### src/rtl/prog_timer.sv
// Programmable timer: a runtime terminal count, a clock prescaler, one-shot
// and periodic modes, and start/stop control. It drives a one-cycle tick on
// each terminal event and a sticky done flag when a one-shot run finishes.
// All outputs come straight from flops.
module prog_timer #(
    parameter int WIDTH   = 8,
    parameter int PRESC_W = 4
) (
    input  logic               clk,
    input  logic               rst,
    input  logic               start,
    input  logic               stop,
    input  logic               periodic,
    input  logic [WIDTH-1:0]   tc,
    input  logic [PRESC_W-1:0] prescale,
    input  logic               clr_done,
    output logic [WIDTH-1:0]   count,
    output logic               busy,
    output logic               tick,
    output logic               done
);

    typedef enum logic [1:0] {
        IDLE = 2'd0,
        RUN  = 2'd1,
        DONE = 2'd2
    } state_t;

    state_t             state;
    state_t             state_nxt;

    logic [WIDTH-1:0]   tc_q;
    logic [PRESC_W-1:0] presc_q;
    logic               mode_q;
    logic [PRESC_W-1:0] presc_cnt;

    logic [WIDTH-1:0]   tc_nxt;
    logic [PRESC_W-1:0] presc_nxt;
    logic               mode_nxt;
    logic [PRESC_W-1:0] presc_cnt_nxt;
    logic [WIDTH-1:0]   count_nxt;
    logic               busy_nxt;
    logic               tick_nxt;
    logic               done_nxt;

    logic               running;
    logic               launch;
    logic               halt;
    logic               adv;
    logic               term;
    logic               term_ok;

    // Control decode. Stop beats start, and a restart hides a pending terminal event.
    assign running = (state == RUN);
    assign launch  = start & ~stop;
    assign halt    = stop & running;
    assign adv     = running & (presc_cnt == presc_q);
    assign term    = adv & (count == tc_q);
    assign term_ok = term & ~stop & ~start;

    // State register plus all datapath and output registers, synchronous reset.
    always_ff @(posedge clk) begin
        if (rst) begin
            state     <= IDLE;
            tc_q      <= {WIDTH{1'b0}};
            presc_q   <= {PRESC_W{1'b0}};
            mode_q    <= 1'b0;
            presc_cnt <= {PRESC_W{1'b0}};
            count     <= {WIDTH{1'b0}};
            busy      <= 1'b0;
            tick      <= 1'b0;
            done      <= 1'b0;
        end else begin
            state     <= state_nxt;
            tc_q      <= tc_nxt;
            presc_q   <= presc_nxt;
            mode_q    <= mode_nxt;
            presc_cnt <= presc_cnt_nxt;
            count     <= count_nxt;
            busy      <= busy_nxt;
            tick      <= tick_nxt;
            done      <= done_nxt;
        end
    end

    // Next-state logic.
    always_comb begin
        state_nxt = state;
        case (state)
            IDLE, DONE: begin
                if (launch) begin
                    state_nxt = RUN;
                end else begin
                    state_nxt = state;
                end
            end
            RUN: begin
                if (launch) begin
                    state_nxt = RUN;
                end else if (halt) begin
                    state_nxt = IDLE;
                end else if (term_ok && !mode_q) begin
                    state_nxt = DONE;
                end else begin
                    state_nxt = RUN;
                end
            end
            default: state_nxt = IDLE;
        endcase
    end

    // Next values of the datapath and the registered outputs.
    always_comb begin
        tc_nxt        = tc_q;
        presc_nxt     = presc_q;
        mode_nxt      = mode_q;
        presc_cnt_nxt = presc_cnt;
        count_nxt     = count;
        tick_nxt      = 1'b0;
        busy_nxt      = (state_nxt == RUN);
        if (clr_done) begin
            done_nxt = 1'b0;
        end else begin
            done_nxt = done;
        end

        if (launch) begin
            tc_nxt        = tc;
            presc_nxt     = prescale;
            mode_nxt      = periodic;
            presc_cnt_nxt = {PRESC_W{1'b0}};
            count_nxt     = {WIDTH{1'b0}};
            done_nxt      = 1'b0;
        end else if (halt) begin
            // Count freezes where it is; prescaler is rearmed for a later start.
            presc_cnt_nxt = {PRESC_W{1'b0}};
        end else if (running) begin
            if (adv) begin
                presc_cnt_nxt = {PRESC_W{1'b0}};
                if (term) begin
                    tick_nxt = 1'b1;
                    if (mode_q) begin
                        count_nxt = {WIDTH{1'b0}};
                    end else begin
                        count_nxt = count;
                        done_nxt  = 1'b1;
                    end
                end else begin
                    count_nxt = count + WIDTH'(1);
                end
            end else begin
                presc_cnt_nxt = presc_cnt + PRESC_W'(1);
            end
        end else begin
            presc_cnt_nxt = {PRESC_W{1'b0}};
        end
    end

endmodule

### config.mk
export PLATFORM = sky130hd
export DESIGN_NAME = prog_timer
export DESIGN_NICKNAME = d
export VERILOG_FILES = /design/src/rtl/prog_timer.sv
export SDC_FILE = /design/constraint.sdc
export NUM_CORES = 1
export LEC_CHECK = 0
export BUFFER_PORTS_ARGS = -buffer_cell sky130_fd_sc_hd__buf_2
export CORE_MARGIN = 2
export CORE_UTILIZATION = 57
export CTS_CLUSTER_DIAMETER = 200
export DETAILED_ROUTE_END_ITERATION = 10
export PLACE_DENSITY = 0.84
export SETUP_SLACK_MARGIN = 0.15
export SYNTH_ARGS = -nofsm -noshare
export SYNTH_HDL_FRONTEND = slang
export SYNTH_SLANG_ARGS = --single-unit
### constraint.sdc
create_clock -name clk -period 4 [get_ports clk]
set_clock_uncertainty 0.15 [all_clocks]
set_input_delay 0.2 -clock clk [delete_from_list [all_inputs] [get_ports clk]]
set_output_delay 0.2 -clock clk [all_outputs]
set_load 0.02 [all_outputs]
# Yosys cells after proc, flatten, opt, wreduce, memory -nomap -nowiden
# Cells that the tools add are included.
# op_classes
addsub,2
eq_ne,6
mux,14
bitwise,11
reduce_logical,8
# op_table
cell,n
8-bit 2-to-1 mux,2
5-bit OR reduction,2
8-bit by 1-bit adder with 8-bit output (second input constant),1
8-bit == test,1
2-bit 2-to-1 mux,4
1-bit 2-to-1 mux,7
1-bit AND,6
1-bit inverter,5
4-bit by 1-bit adder with 4-bit output (second input constant),1
2-bit by 1-bit == test with 1-bit output (second input constant),2
4-bit == test,1
2-bit one-hot mux with 2 select lines,1
4-bit AND reduction,1
2-bit OR reduction,2
2-bit == test (second input constant),1
2-bit zero test,1
2-bit != test (second input constant),1
1-bit logical AND,1
1-bit zero test,1
# totals
regBits,30
output_inout_bits,11
elab_cells,50

# Longest topological paths before layout
# logic_depth
ltp_word,11
depth_mapped,6
mapped_depth_nobuf,5

# Worst setup path before layout
# OpenSTA, ideal clock, no wires.
# synth_timing
path_kind,register to register
from,register count[2]
to,register busy
setup_ns,0.117
arrival_ns,1.662
t_required_ns,3.733
slack_ns,2.071
path_stages_with_launch,6
path_buffers,0
path_cell_list,dfxtp_1 > xor2_1 > nor4_1 > nand2_1 > or3_1 > a22o_1
# synth_via
elab_chain_cells,10
# synth_rtl
item,line_no,source
start: declaration,17,"output logic [WIDTH-1:0] count,"
start signal: assignment,69,count <= {WIDTH{1'b0}};
start signal: assignment,79,count <= count_nxt;
8-bit == test,58,assign term = adv & (count == tc_q);
1-bit AND,58,
1-bit AND (2 in series),59,assign term_ok = term & ~stop & ~start;
1-bit logical AND,102,end else if (term_ok && !mode_q) begin
2-bit 2-to-1 mux,102,
2-bit 2-to-1 mux,100,end else if (halt) begin
2-bit 2-to-1 mux,98,if (launch) begin
2-bit one-hot mux with 2 select lines,89,case (state)
2-bit by 1-bit == test with 1-bit output,120,busy_nxt = (state_nxt == RUN);
end signal: assignment,80,busy <= busy_nxt;
end: declaration,18,"output logic busy,"
# Every way passes these cells.
# A chain may end at the register's enable or synchronous reset.

# Worst setup path after layout
# layout_timing
from,register state[1]
to,register count[3]
# layout_via
elab_chain_cells,5
# layout_rtl
item,line_no,source
start: declaration,29,state_t state;
start signal: assignment,74,state <= state_nxt;
2-bit by 1-bit == test with 1-bit output *,54,assign running = (state == RUN);
1-bit AND,57,assign adv = running & (presc_cnt == presc_q);
1-bit AND,58,
2-bit != test (no source line),--,
4-bit AND reduction (no source line),--,
# Mark *: on every way between the ends. The rest lies on a longest branch, timed or not.

==> impl_metrics.py <==
metrics = {
    "global_route": {
        "grt_pass1_vias": 1316,
        "track_usage_pct": 27.5,
        "grt_max_degree": 18,
        "antenna_found_initial": 0,
        "grt-ovfl-total": 0,
        "grt_pass1_wl_mm": 5.48,
    },
    "detailed_routing": {
        "wl_met1_mm": 1.40,
        "vias": 1317,
        "dr.pass1.iters": 4,
        "drc": 0,
        "routed_via_density": 5.70,
        "met3_length_um": 159,
        "dr.first_iter.drc_count": 44,
        "top_layer_used": "met4",
        "avgRoutedWirePerCell_um": 14.3,
        "wl_met2_mm": 1.64,
        "wl_mm": 3.30,
        "ant_nets": 0,
    },
    "cts": {
        "cts_buffers": 5,
        "max-clock-path-buffers": 2,
        "cts_resized": 0,
        "cts_setup_buffers": 0,
        "cts_sinks": 30,
        "cts_hold_buf": 15,
        "cts_root_buffer": "clkbuf_4",
        "cts_tree": "built",
        "path_clk_slew_ps": 110,
        "h-tree-depth": 2,
        "clock_latency_ps": 340,
    },
    "floorplan": {
        "row_count": 17,
        "die_x_um": 52.7,
        "dieArea_mm2": 0.00278,
        "initial_core_util_pct": 60.6,
        "die_h_um": 52.7,
        "num_io_pins": 29,
        "core_area_mm2": 0.00223,
    },
    "worst_hold_path": {
        "hp-start": "stop",
        "min_path_type": "input pin to register",
    },
    "yosys": {
        "synth_compound_area_share_pct": 15.9,
        "synth.area.mux_share_pct": 0,
        "yosys.area_share.simple_pct": 25.4,
        "synth_top_family_by_area": "simple AND/OR/NAND/NOR gates",
        "mappedNetlistArea_mm2": 0.00135,
        "synthAdderAreaFrac_pct": 1.85,
        "syn-num-nets": 178,
        "synth_seq_cells": 30,
        "ys_warn_count": 0,
        "syn_inst": 158,
        "synth.avg_cell_area_um2": 8.57,
        "synth_xor_area_share_pct": 9.06,
        "synth_cell_types": 32,
        "seq_area_frac_synth_pct": 44.4,
    },
    "setup_path": {
        "arrival_ps": 2280,
        "critical_path.startpoint_type": "register",
        "ff2ff_setup_slack_ps": 1820,
        "critPathKind": "register to register",
        "worstReg2RegStart": "state[1]$_SDFF_PP0_",
        "cp_max_fo": 14,
        "worst_setup_path_end_kind": "register",
        "critPathLaunch": "state[1]$_SDFF_PP0_",
        "cp.required_ps": 4100,
    },
    "cells_and_area": {
        "layout_common_cells": "nand2_1 (31), dfxtp_1 (30), buf_2 (28), a21oi_1 (19), dlygate4sd3_1 (15)",
        "fillCellCount": 162,
        "nets": 222,
        "diodes": 0,
        "final_common_cell": "nand2_1",
        "final_cells": 231,
        "drive_gt1_share_pct": 19.2,
        "synthToLayoutAreaGrowth_pct": 29.9,
    },
    "timing": {
        "worst_slew_pin_slew_ps": 931,
        "fmax_ghz": 0.459,
        "timing.final.crit_share_pct": 54.5,
        "whs_ps": 37.9,
        "rsz0062_at_grt": "false",
        "max-slew-margin-rel_pct": 37.8,
        "fin_crit_ps": 2180,
        "hold_violations": 0,
        "drv_slew": 0,
        "fin_tns_setup_ps": 0,
        "setup_viol": 0,
    },
    "place": {
        "place_hpwl_mm": 2.17,
        "gp_congestion": 0.890,
        "place_inst": 208,
        "portBuffers": 28,
    },
    "outcome": {
        "outcome": "complete, no violations",
    },
    "pwr": {
        "power_density_mw_per_mm2": 399,
        "p_leak_nw": 0.764,
        "ir_drop_uv": 366,
    },
    "job": {
        "drv_cap": 0,
    },
}
[per-layer routing]
metal / vias up / track usage, %
met2: 52 / 49.8
met1: 613 / 30.1
met4: 0 / 14.1
li1: 640 / -
met5: - / 0
met3: 12 / 5.14
[worst max-delay path, stage by stage (launching register included)]
cell,delay [ps]
dfxtp_1,340
nand2b_1,170
nor3_1,310
nand2_1,340
or4_1,590
a21oi_1,190
[per-stage QoR]
step | area, um^2 | util [%] | worst slack [ps] | power [mW]
6_report | 1760 | 78.8 | 1820 | 0.702
5_1_grt | 1760 | 78.8 | 1690 | 0.721
4_1_cts | 1760 | 78.8 | 1840 | 0.702
3_5_place_dp | 1500 | 67.1 | 1930 | 0.375
3_3_place_gp | 1500 | 67.1 | 2000 | 0.372
2_1_floorplan | 1350 | - | 2070 | 0.361
[report_power, final]
| group | internal, mW | total [mW] | switching, mW |
|---|---|---|---|
| combinational | 0.0316 | 0.0699 | 0.0383 |
| clock | 0.212 | 0.321 | 0.109 |
| sequential | 0.306 | 0.312 | 0.00568 |
[sequential cells by signal, indices dropped and copies added, names as in the netlist]
name / flops
count: 8
tc_q: 8
presc_cnt: 4
presc_q: 4
state: 2
busy: 1
done: 1
mode_q: 1
tick: 1
[cell type report]
| cell class | instances | area (um^2) | share of cell area, % |
|---|---|---|---|
| clock buffers | 6 | 51.3 | 2.92 |
| clock inverters | 2 | 60.1 | 3.41 |
| inverters | 4 | 15.0 | 0.853 |
| multi-input cells | 118 | 707 | 40.2 |
| flip-flops and latches | 30 | 601 | 34.1 |
| well taps | 28 | 35.0 | 1.99 |
| repair buffers | 43 | 290 | 16.5 |
[Yosys cell counts]
library cell,number,area [um^2]
nor2b_1,1,6.26
nor4_1,2,12.5
clkbuf_1,4,15.0
nand4_1,1,6.26
or3b_1,1,8.76
a211oi_1,1,7.51
dfxtp_1,30,601
or4b_1,2,20.0
buf_6,1,11.3
xnor2_1,1,8.76
buf_2,1,5.00
o31ai_1,4,30.0
nor2_1,6,22.5
xor2_1,13,114
nand2b_1,4,25.0
o31ai_2,1,12.5
nor3_2,1,10.0
a21oi_1,19,95.1
o21ai_0,4,20.0
nand3_1,4,20.0
and3_1,2,12.5
nand2_1,31,116
and3_4,1,11.3
ha_1,2,25.0
or3_1,2,12.5
o41ai_1,2,17.5
a21boi_0,2,15.0
a22o_1,2,17.5
nor3_1,3,15.0
inv_1,4,15.0
or4_1,4,30.0
nand3b_1,2,15.0
[final timing paths]
kind                             endpoint  depth (start not counted)
hold / removal        state[1]$_SDFF_PP0_                          3
setup reg to reg    count[3]$_SDFFE_PP0P_                          5
hold reg to reg   presc_q[1]$_SDFFE_PP0P_                          2
setup / recovery    count[3]$_SDFFE_PP0P_                          5
[cell families after synthesis]
kind of cell	Yosys count
fa+ha+maj	2
buf+inv	10
simple gates	67
flops	30
xor+xnor	14
compound gates	35
(Power assumes the default switching activity.)
